### src/rtl/fp16_dot_sequencer_if.sv
// Bus bundle between fp16_dot_sequencer, its operand source, the shared
// FP16 multiplier/adder, and the result consumer.
// slave  : view taken by the sequencer itself
// master : view taken by the surrounding logic (or a testbench)
interface fp16_dot_sequencer_if #(
  parameter int LEN_W = 8
);
  logic             start;
  logic [LEN_W-1:0] vec_len;
  logic             busy;
  logic             in_valid;
  logic             in_ready;
  logic [15:0]      in_a;
  logic [15:0]      in_b;
  logic [15:0]      mul_a;
  logic [15:0]      mul_b;
  logic [15:0]      mul_result;
  logic [15:0]      add_a;
  logic [15:0]      add_b;
  logic [15:0]      add_result;
  logic             out_valid;
  logic             out_ready;
  logic [15:0]      out_data;
  logic             ovf;

  modport slave (
    input  start, vec_len, in_valid, in_a, in_b, mul_result, add_result, out_ready,
    output busy, in_ready, mul_a, mul_b, add_a, add_b, out_valid, out_data, ovf
  );

  modport master (
    output start, vec_len, in_valid, in_a, in_b, mul_result, add_result, out_ready,
    input  busy, in_ready, mul_a, mul_b, add_a, add_b, out_valid, out_data, ovf
  );
endinterface

### src/rtl/fp16_dot_sequencer.sv
// FP16 dot-product sequencer. Time-shares one external combinational FP16
// multiplier and one external FP16 adder; this block only sequences operands
// and registers their results (no rounding or normalisation here).
// Optional build macro: FP16_DOT_ZERO_SKIP_EN -- pairs with a +/-0 operand
// bypass the MUL/ADD states and cost a single FETCH cycle.
//
// state | meaning
// ------+--------------------------------------------------------------
// IDLE  | waiting for start; busy=0
// FETCH | in_ready=1, waiting for an operand pair
// MUL   | product register captures mul_result
// ADD   | accumulator captures add_result, element counter advances
// DONE  | out_valid=1 with out_data=acc until out_ready
module fp16_dot_sequencer #(
  parameter int LEN_W = 8
) (
  input logic                  clk,
  input logic                  rst,
  fp16_dot_sequencer_if.slave  bus
);

  typedef enum logic [2:0] {
    S_IDLE  = 3'd0,
    S_FETCH = 3'd1,
    S_MUL   = 3'd2,
    S_ADD   = 3'd3,
    S_DONE  = 3'd4
  } state_t;

  localparam logic [LEN_W-1:0] LEN_ONE = LEN_W'(1);

  state_t           r_state;
  state_t           w_state_nxt;
  logic [15:0]      r_op_a;
  logic [15:0]      r_op_b;
  logic [15:0]      r_prod;
  logic [15:0]      r_acc;
  logic [LEN_W-1:0] r_cnt;
  logic [LEN_W-1:0] r_len;
  logic             r_ovf;

  logic             w_last;
  logic             w_zero;
  logic             w_in_ready;
  logic             w_out_valid;
  logic             w_busy;

  // Exact terminal-count compare: len is never 0 while counting, so len-1
  // cannot underflow and a full 2^LEN_W-1 job never wraps.
  assign w_last = (r_cnt == (r_len - LEN_ONE));

`ifdef FP16_DOT_ZERO_SKIP_EN
  assign w_zero = (bus.in_a[14:0] == 15'd0) || (bus.in_b[14:0] == 15'd0);
`else
  assign w_zero = 1'b0;
`endif

  // State register
  always_ff @(posedge clk or posedge rst) begin
    if (rst) begin
      r_state <= S_IDLE;
    end else begin
      r_state <= w_state_nxt;
    end
  end

  // Next-state decode
  always_comb begin
    w_state_nxt = r_state;
    case (r_state)
      S_IDLE: begin
        if (bus.start) begin
          w_state_nxt = (bus.vec_len != '0) ? S_FETCH : S_DONE;
        end
      end
      S_FETCH: begin
        if (bus.in_valid) begin
          if (w_zero) begin
            w_state_nxt = w_last ? S_DONE : S_FETCH;
          end else begin
            w_state_nxt = S_MUL;
          end
        end
      end
      S_MUL:   w_state_nxt = S_ADD;
      S_ADD:   w_state_nxt = w_last ? S_DONE : S_FETCH;
      S_DONE: begin
        if (bus.out_ready) begin
          w_state_nxt = S_IDLE;
        end
      end
      default: w_state_nxt = S_IDLE;
    endcase
  end

  // Moore handshake outputs
  always_comb begin
    w_in_ready  = 1'b0;
    w_out_valid = 1'b0;
    w_busy      = 1'b1;
    case (r_state)
      S_IDLE:  w_busy      = 1'b0;
      S_FETCH: w_in_ready  = 1'b1;
      S_DONE:  w_out_valid = 1'b1;
      default: ;
    endcase
  end

  // Datapath registers: operands, product, accumulator, counters, sticky ovf
  always_ff @(posedge clk or posedge rst) begin
    if (rst) begin
      r_op_a <= 16'h0000;
      r_op_b <= 16'h0000;
      r_prod <= 16'h0000;
      r_acc  <= 16'h0000;
      r_cnt  <= '0;
      r_len  <= '0;
      r_ovf  <= 1'b0;
    end else begin
      case (r_state)
        S_IDLE: begin
          if (bus.start) begin
            r_acc <= 16'h0000;
            r_cnt <= '0;
            r_ovf <= 1'b0;
            if (bus.vec_len != '0) begin
              r_len <= bus.vec_len;
            end
          end
        end
        S_FETCH: begin
          if (bus.in_valid) begin
            r_op_a <= bus.in_a;
            r_op_b <= bus.in_b;
            // A skipped pair contributes nothing; it only consumes a count.
            if (w_zero) begin
              r_cnt <= r_cnt + LEN_ONE;
            end
          end
        end
        S_MUL: begin
          r_prod <= bus.mul_result;
          if (bus.mul_result[14:10] == 5'h1F) begin
            r_ovf <= 1'b1;
          end
        end
        S_ADD: begin
          r_acc <= bus.add_result;
          r_cnt <= r_cnt + LEN_ONE;
          if (bus.add_result[14:10] == 5'h1F) begin
            r_ovf <= 1'b1;
          end
        end
        default: ;
      endcase
    end
  end

  assign bus.busy      = w_busy;
  assign bus.in_ready  = w_in_ready;
  assign bus.out_valid = w_out_valid;
  assign bus.mul_a     = r_op_a;
  assign bus.mul_b     = r_op_b;
  assign bus.add_a     = r_acc;
  assign bus.add_b     = r_prod;
  assign bus.out_data  = r_acc;
  assign bus.ovf       = r_ovf;

endmodule

### src/flat_wrapper.sv
// flat-port wrapper written by rule: the top's interface ports become plain ports
module fp16_dot_sequencer_flat 
#(
  parameter int LEN_W = 8
)
  (clk, rst, bus_start, bus_vec_len, bus_in_valid, bus_in_a, bus_in_b, bus_mul_result, bus_add_result, bus_out_ready, bus_busy, bus_in_ready, bus_mul_a, bus_mul_b, bus_add_a, bus_add_b, bus_out_valid, bus_out_data, bus_ovf);
  fp16_dot_sequencer_if #(.LEN_W(LEN_W)) bus_i ();
  input logic clk;
  input logic rst;
  input wire logic [$bits(bus_i.start)-1:0] bus_start;
  input wire logic [$bits(bus_i.vec_len)-1:0] bus_vec_len;
  input wire logic [$bits(bus_i.in_valid)-1:0] bus_in_valid;
  input wire logic [$bits(bus_i.in_a)-1:0] bus_in_a;
  input wire logic [$bits(bus_i.in_b)-1:0] bus_in_b;
  input wire logic [$bits(bus_i.mul_result)-1:0] bus_mul_result;
  input wire logic [$bits(bus_i.add_result)-1:0] bus_add_result;
  input wire logic [$bits(bus_i.out_ready)-1:0] bus_out_ready;
  output wire logic [$bits(bus_i.busy)-1:0] bus_busy;
  output wire logic [$bits(bus_i.in_ready)-1:0] bus_in_ready;
  output wire logic [$bits(bus_i.mul_a)-1:0] bus_mul_a;
  output wire logic [$bits(bus_i.mul_b)-1:0] bus_mul_b;
  output wire logic [$bits(bus_i.add_a)-1:0] bus_add_a;
  output wire logic [$bits(bus_i.add_b)-1:0] bus_add_b;
  output wire logic [$bits(bus_i.out_valid)-1:0] bus_out_valid;
  output wire logic [$bits(bus_i.out_data)-1:0] bus_out_data;
  output wire logic [$bits(bus_i.ovf)-1:0] bus_ovf;
  assign bus_i.start = bus_start;
  assign bus_i.vec_len = bus_vec_len;
  assign bus_i.in_valid = bus_in_valid;
  assign bus_i.in_a = bus_in_a;
  assign bus_i.in_b = bus_in_b;
  assign bus_i.mul_result = bus_mul_result;
  assign bus_i.add_result = bus_add_result;
  assign bus_i.out_ready = bus_out_ready;
  assign bus_busy = bus_i.busy;
  assign bus_in_ready = bus_i.in_ready;
  assign bus_mul_a = bus_i.mul_a;
  assign bus_mul_b = bus_i.mul_b;
  assign bus_add_a = bus_i.add_a;
  assign bus_add_b = bus_i.add_b;
  assign bus_out_valid = bus_i.out_valid;
  assign bus_out_data = bus_i.out_data;
  assign bus_ovf = bus_i.ovf;
  fp16_dot_sequencer #(.LEN_W(LEN_W)) u_core (.clk(clk), .rst(rst), .bus(bus_i));
endmodule
### config.mk
export PLATFORM = sky130hd
export DESIGN_NAME = fp16_dot_sequencer_flat
export DESIGN_NICKNAME = d
export VERILOG_FILES = /design/src/rtl/fp16_dot_sequencer_if.sv /design/src/rtl/fp16_dot_sequencer.sv /design/src/flat_wrapper.sv
export SDC_FILE = /design/constraint.sdc
export NUM_CORES = 1
export LEC_CHECK = 0
export BUFFER_PORTS_ARGS = -buffer_cell sky130_fd_sc_hd__buf_4
export CAP_MARGIN = 5
export CELL_PAD_IN_SITES_DETAIL_PLACEMENT = 1
export CELL_PAD_IN_SITES_GLOBAL_PLACEMENT = 1
export CORE_ASPECT_RATIO = 1.25
export CORE_UTILIZATION = 32
export CTS_CLUSTER_DIAMETER = 200
export DETAILED_ROUTE_END_ITERATION = 10
export GPL_TIMING_DRIVEN = 0
export PLACE_DENSITY_LB_ADDON = 0.1
export SLEW_MARGIN = 5
export SYNTH_ARGS = -nofsm -noshare
export SYNTH_HDL_FRONTEND = slang
export SYNTH_SLANG_ARGS = --single-unit
### constraint.sdc
create_clock -name clk -period 2.4 [get_ports clk]
set_input_delay 0.36 -clock clk [delete_from_list [all_inputs] [get_ports clk]]
set_output_delay 0.36 -clock clk [all_outputs]
set_load 0.01 [all_outputs]
## Word-level counts from Yosys, hierarchy flattened

Index checks and enable logic that the tools add are counted.

| word-level totals | value |
|---|---|
| bits of input ports | 77 |
| register bits | 84 |
| logic and storage cells | 48 |
| output and inout port bits | 84 |

| cells by class | value |
|---|---|
| add/subtract/negate cells | 2 |
| multiplexer cells | 17 |
| equal/unequal tests | 12 |
| reduce and logical (&&, ||, !) cells | 9 |

Operators with widths:

| kind | number |
|---|---|
| $pmux W16 S2 | 1 |
| $mux W16 | 1 |
| $pmux W8 S2 | 1 |
| $mux W3 | 5 |
| $pmux W3 S5 | 1 |
| $eq A5 B5 Y1 const B | 2 |
| $add A8 B1 Y8 const B | 1 |
| $eq A8 B8 Y1 | 1 |
| $mux W8 | 1 |
| $reduce_bool A8 Y1 | 1 |
| $sub A8 B1 Y8 const B | 1 |
| $eq A3 B2 Y1 const B | 2 |
| $mux W1 | 6 |
| $ne A2 B2 Y1 const B | 3 |
| $reduce_and A3 Y1 | 2 |
| $ne A2 B1 Y1 const B | 2 |
| $reduce_and A2 Y1 | 2 |
| $reduce_and A4 Y1 | 1 |
| $eq A3 B1 Y1 const B | 1 |
| $eq A3 B3 Y1 const B | 1 |
| $logic_not A3 Y1 | 1 |
| $pmux W1 S3 | 1 |
| $reduce_bool A3 Y1 | 1 |
| $reduce_bool A2 Y1 | 1 |

## Logic depth before layout (Yosys ltp)

Gate-level depths: netlist of run 1.

| logic depth | value |
|---|---|
| depth after elaboration | 4 |
| mapped depth | 7 |
| mapped depth without buffers | 7 |

## Worst setup path after synthesis of run 1

No wires, ideal clock.

| path | value |
|---|---|
| path kind | flip-flop to flip-flop |
| start point | reg u_core.r_len[0] |
| end point | reg u_core.r_state[0] |
| stages on the path, launching flop included | 6 |
| data required time | 2.262 ns |
| slack | 0.394 ns |
| period minus slack after synthesis | 2.006 ns |
| setup time | 0.138 ns |
| arrival | 1.868 ns |
| buffers on the path | 0 |
| cell sequence | dfrtp_1 or4_4 or4b_4 a211oi_2 o311a_1 o22ai_1 |

| on the way | value |
|---|---|
| cells in the longest elaborated chain, start to end | 4 |

Ends and longest elaborated chain:

| item | RTL line | text |
|---|---|---|
| start, declared | fp16_dot_sequencer.sv:39 | `logic [LEN_W-1:0] r_len;` |
| start signal, assigned | fp16_dot_sequencer.sv:127 | `r_len <= bus.vec_len;` |
| $sub A8 B1 Y8 | fp16_dot_sequencer.sv:50 | `assign w_last = (r_cnt == (r_len - LEN_ONE));` |
| $eq A8 B8 Y1 | fp16_dot_sequencer.sv:50 |  |
| $mux W3 | fp16_dot_sequencer.sv:86 | `S_ADD: w_state_nxt = w_last ? S_DONE : S_FETCH;` |
| $pmux W3 S5 | fp16_dot_sequencer.sv:70 | `case (r_state)` |
| end signal, assigned | fp16_dot_sequencer.sv:63 | `r_state <= w_state_nxt;` |
| end, declared | fp16_dot_sequencer.sv:32 | `state_t r_state;` |

Every way passes these cells.
A chain may end at the register's enable or synchronous reset.

## Worst setup path after layout of run 1

Same ends and word-level chain as after synthesis.

==> results of run 1 <==
## final cells by class
type | count | share of cell area (%)
multi-input combinational | 198 | 25.9
timing repair buffer | 163 | 22.9
clock buffer | 12 | 4.70
clock inverter | 4 | 0.872
inverter | 8 | 0.619
buffer | 32 | 3.35
tap | 135 | 3.10
sequential | 84 | 38.5
## synth_stat cells (3+ instances only)
cell type | number | area share [%]
dfrtp_1 | 84 | 56
mux2_2 | 53 | 16
nand2_1 | 45 | 4.5
nand3_1 | 21 | 2.8
buf_4 | 16 | 3.2
clkbuf_1 | 10 | 1.0
o21ai_0 | 10 | 1.3
inv_1 | 8 | 0.81
nor2_1 | 8 | 0.81
a21oi_1 | 6 | 0.81
buf_1 | 5 | 0.50
xnor2_1 | 5 | 1.2
nand4_1 | 4 | 0.67
nor3_1 | 4 | 0.54
xor2_1 | 4 | 0.94
and2_1 | 3 | 0.50
and3_1 | 3 | 0.50
## power breakdown
part,switching [µW],total [µW],internal [µW],leakage [µW]
sequential,453,2500,2050,0.00103
clock,548,1410,860,0.000149
combinational,1390,3130,1750,0.00149
## metrics by stage
step                hold slack [ns]  power, µW
CTS                           0.205       7180
global route                  0.215       7510
finish                        0.216       7040
floorplan                     0.465       4180
global placement              0.491       5600
detailed placement            0.349       5720
## worst max-delay path, cell delays in order, from the launching register on
cell and delay [ns]:
dfrtp_1 0.42, or4_4 0.56, or4b_4 0.49, a211oi_2 0.22
o311a_1 0.21, o22ai_1 0.10
## cell usage in the layout, fill, tap and decap left out, types with 2 or more instances in the layout
master / instances
buf_4: 176
dfrtp_1: 84
mux2_2: 53
nand2_1: 45
nand3_1: 21
clkbuf_1: 11
o21ai_0: 10
clkbuf_16: 9
nor2_1: 8
inv_1: 7
a21oi_1: 6
xnor2_1: 5
nor3_1: 4
buf_1: 4
xor2_1: 4
nand4_1: 4
and2_1: 3
and3_1: 3
nor2b_1: 2
o22ai_1: 2
o31ai_1: 2
nor4_1: 2
nand2b_1: 2
nand3b_1: 2
clkinvlp_4: 2
ha_1: 2
clkbuf_8: 2
clkinv_2: 2
buf_12: 2
## repair_timing
action / CTS / global route
hold endpoints to repair: 12 / 0
hold buffers: 1 / 0
gates resized for setup: 0 / 1
setup buffers: 0 / 0
endpoints found under the setup margin: 0 / 1
## flip-flops by register name (all words and copies together) (netlist names)
register / count
u_core.bus.add_b: 16
u_core.bus.ovf: 1
u_core.bus.mul_b: 16
u_core.r_state: 3
u_core.r_cnt: 8
u_core.bus.add_a: 16
u_core.r_len: 8
u_core.bus.mul_a: 16
## kinds of logic (layout without fill, tap and decap cells)
group,after synthesis,in the layout,synth area share (%)
AND/OR/NAND/NOR,101,101,13.2
flip-flops,84,84,56.4
multiplexers,54,54,16.3
buffers and inverters,40,219,5.68
AO/OA/AOI/OAI,32,32,5.68
XOR/XNOR,9,9,2.12
adder cells (fa/ha/maj),2,2,0.671
## metal layers
layer	part of all wire [%]	track usage, %
met2	55	33.0
met1	37	19.0
met5	0	0
met4	2.8	8.96
met3	5.7	5.01
## worst min path at each step
stage               cells past startpoint                    to  slack [ns]
floorplan                               2   u_core.bus.add_a[0]        0.47
global placement                        1  u_core.bus.mul_b[13]        0.49
detailed placement                      2   u_core.bus.add_b[9]        0.35
CTS                                     3   u_core.bus.add_a[8]        0.20
global route                            3   u_core.bus.add_a[0]        0.21
finish                                  3   u_core.bus.add_a[8]        0.22
==> flow_summary.ini, run 1 <==
[min_path]
hold_class = in -> reg
worstHoldStart = bus_add_result[8]

[placed_design]
place_area_um2 = 5140
pre_cts_ws_ns = 0.239
gp_congestion = 0.745
io_buffers = 160
dp_cells = 619
dp_hpwl_um = 7980

[clocking]
clkLatencyLatePin_ns = 0.33
tritoncts = built
clkSinkCount = 84
ctsHtreeMaxLevel = 3
numCtsBuffers = 9
cts_buffer_depth = 2
cts-root-buf = clkbuf_16
clk_pin_slew_ns = 0.06

[global_routing]
grt_overflow = 0
grt_pass1_wl_um = 16700
grt_usage_pct = 18.0
antenna_found_initial = 0
grt_pass1_vias = 3372
grt_start_max_net_pins = 38

[yosys]
async_flop_share_pct = 100
ys.flop_type = dfrtp_1
synth_nets = 401
synth_seq_cells = 84
ys_seq_area_share_pct = 56.4
ys_types = 43
syn_inst = 322
yosysWarnings = 0
avgSynthCellArea_um2 = 11.6
synth-edff-count = 0
syn_area_um2 = 3730

[setup_path]
crit_path_start = u_core.r_len[0]
rrSetupSlack_ns = 0.25
r2r-start = u_core.r_len[0]
setup.worst_path.start_class = flip-flop
reg2reg_depth = 5
crit_path_end_kind = flip-flop
critPathRequiredTime_ns = 2.58
path_max_fanout = 4
criticalPathCategory = reg -> reg
worstPathArrival_ns = 2.34
crit_end = u_core.r_state[0]
r2r_end = u_core.r_state[0]

[timing]
min_period_ns = 2.15
finalCritPeriodShare_pct = 89.7
totalNegativeSetupSlack_ns = 0
finalMaxSlewViolations = 0
tightest_slew_ns = 0.640
slew_headroom_pct = 57.3
setup_ws_ns = 0.247
setup_violations = 0
finalHoldViolCount = 0
rsz0062_at_grt = false
fmax_ghz = 0.464
finClkSkew_ns = 0.00638

[finish]
syn2layout_area_growth_pct = 46.4
multi_input_area_um2 = 1410
diodes = 0
fin_nets = 575
layout-drive-gt1-share_pct = 50.7
utilization_pct = 48.7
final_area_um2 = 5460
final_cell_count_no_fill = 636
area.sequential_um2 = 2100
fillers = 1261

[routing]
detail_route.iter0.violations = 75
wl_per_cell_um = 16.3
first_pass_iters = 7
drc = 0
routed_wl_um = 10400
avgViaCountPerCell = 4.81
drtAntennaViolNets = 0
vias = 3062

[floorplanning]
initial_core_util_pct = 33.3
dieWidth_um = 98.5
rows = 43
core_area_um2 = 11200
dieArea_um2 = 12100
boundaryPins = 161
dieHeight_um = 123

[power]
max-vdd-ir-drop_v = 0.000559
power_density_nw_per_um2 = 1290
p_leak_uw = 0.00267

[job]
cap_violations = 0

[status]
status = finished, final reports clean
Power figures use the tool's default switching activity.
==> inputs of run 2 (changes only) <==
--- a/config.mk
+++ b/config.mk
@@ -15,6 +15,7 @@
 export DETAILED_ROUTE_END_ITERATION = 10
 export GPL_TIMING_DRIVEN = 0
 export PLACE_DENSITY_LB_ADDON = 0.1
+export RECOVER_POWER = 25
 export SLEW_MARGIN = 5
 export SYNTH_ARGS = -nofsm -noshare
 export SYNTH_HDL_FRONTEND = slang
==> run 2 against run 1 <==
Cell count unchanged; first-iteration DRC count shrank 12%; worst setup slack barely moved; power is 1.6% lower; count of clock-buffer cells in the layout stayed put; cell area shrank 1.4%; clock skew about the same; maximum frequency did not move; critical path depth did not move; via count about the same; critical endpoint unchanged.
==> flow_summary.ini, run 2 (synthesis results as in run 1) <==
[status]
status = finished, final reports clean

[placed_design]
gp_congestion = 0.745
dp_hpwl_um = 7980
io_buffers = 160
place_area_um2 = 5140
pre_cts_ws_ns = 0.239
dp_cells = 619

[timing]
finalMaxSlewViolations = 0
finClkSkew_ns = 0.00622
tightest_slew_ns = 0.959
finalHoldViolCount = 0
setup_violations = 0
slew_headroom_pct = 36.1
totalNegativeSetupSlack_ns = 0
finalCritPeriodShare_pct = 89.7
min_period_ns = 2.15
setup_ws_ns = 0.247
rsz0062_at_grt = false
fmax_ghz = 0.464

[global_routing]
antenna_found_initial = 0
grt_usage_pct = 18.0
grt_pass1_wl_um = 16700
grt_overflow = 0
grt_start_max_net_pins = 38
grt_pass1_vias = 3372

[finish]
diodes = 0
fin_nets = 575
final_common_cell = buf_4
final_area_um2 = 5380
syn2layout_area_growth_pct = 44.4
utilization_pct = 48.1
layout-drive-gt1-share_pct = 47.7
final_cell_mix = buf_4, dfrtp_1, mux2_2
final_cell_count_no_fill = 636

[routing]
routed_wl_um = 10300
vias = 3063
drtAntennaViolNets = 0
wl_per_cell_um = 16.3
detail_route.iter0.violations = 66
avgViaCountPerCell = 4.82
first_pass_iters = 7
drc = 0

[clocking]
clk_pin_slew_ns = 0.06
tritoncts = built
numCtsBuffers = 9
clkSinkCount = 84
cts-root-buf = clkbuf_16
ctsHtreeMaxLevel = 3
clkLatencyLatePin_ns = 0.33
cts_buffer_depth = 2

[setup_path]
reg2reg_depth = 5
worstPathCellList = or4_4 -> or4b_4 -> a211oi_2 -> o311a_1 -> o22ai_1
critPathRequiredTime_ns = 2.58
slowest_stage = or4_4
setup.worst_path.start_class = flip-flop
worstPathArrival_ns = 2.34
criticalPathCategory = reg -> reg
r2r_end = u_core.r_state[0]
crit_path_end_kind = flip-flop
path_max_fanout = 4
r2r-start = u_core.r_len[0]
rrSetupSlack_ns = 0.25
slowest_delay_ns = 0.56

[floorplanning]
rows = 43
initial_core_util_pct = 33.3
dieArea_um2 = 12100
dieWidth_um = 98.5
dieHeight_um = 123
boundaryPins = 161
core_area_um2 = 11200

[min_path]
hold_class = in -> reg
hold_end = u_core.bus.add_a[3]
worstHoldStart = bus_add_result[3]
hold_depth = 3

[power]
p_leak_uw = 0.00261
max-vdd-ir-drop_v = 0.000521
power_density_nw_per_um2 = 1290

[job]
cap_violations = 0
[run 2: final cells by class]
class	instances	area, µm²
clock buffer	12	256
fill	1269	5810
multi-input combinational	198	1410
clock inverter	4	47.5
inverter	8	31.3
tap	135	169
timing repair buffer	163	1180
buffer	32	183
sequential	84	2100
[run 2: worst max-delay path by stage]
stage                      start              endpoint  slack, ns
2_1_floorplan    u_core.r_len[0]     u_core.r_state[0]       0.39
3_3_place_gp     u_core.r_len[0]     u_core.r_state[0]       0.25
3_5_place_dp   u_core.r_state[2]   u_core.bus.add_b[4]       0.24
4_1_cts        u_core.r_state[2]   u_core.bus.add_b[4]       0.19
5_1_grt                      rst  u_core.bus.mul_a[10]       0.03
6_report         u_core.r_len[0]     u_core.r_state[0]       0.25
[run 2: timing repair]
| action | CTS | global route |
|---|---|---|
| setup endpoints to repair | 0 | 1 |
| buffers inserted | 0 | 0 |
| resized for setup | 0 | 1 |
| hold buffers | 1 | 0 |
| endpoints found under the hold margin | 12 | 0 |
[run 2: metal layers]
layer	routed length, µm	GRT usage [%]	vias to the layer above	part of all wire (%)
li1	-	-	1449	-
met4	295	8.96	0	2.9
met2	5670	33.0	82	55
met1	3800	19.0	1513	37
met3	574	5.01	19	5.5
met5	0	0	-	0
[run 2: report_power, final]
group	internal (µW)	total [µW]	switching [µW]
Clock	860	1400	545
Sequential	2050	2490	449
Combinational	1640	3030	1390
[run 2: critical path: cells and delay by family, from the launching register on]
kind            cells  cell delay, ns
compound gates      3            0.53
simple gates        2            1.05
flops               1            0.42
[run 2: metrics by stage]
stage	hold WS, ns	total power [µW]
4_1_cts	0.205	7180
3_3_place_gp	0.491	5600
5_1_grt	0.215	7400
6_report	0.217	6920
2_1_floorplan	0.465	4180
3_5_place_dp	0.349	5720
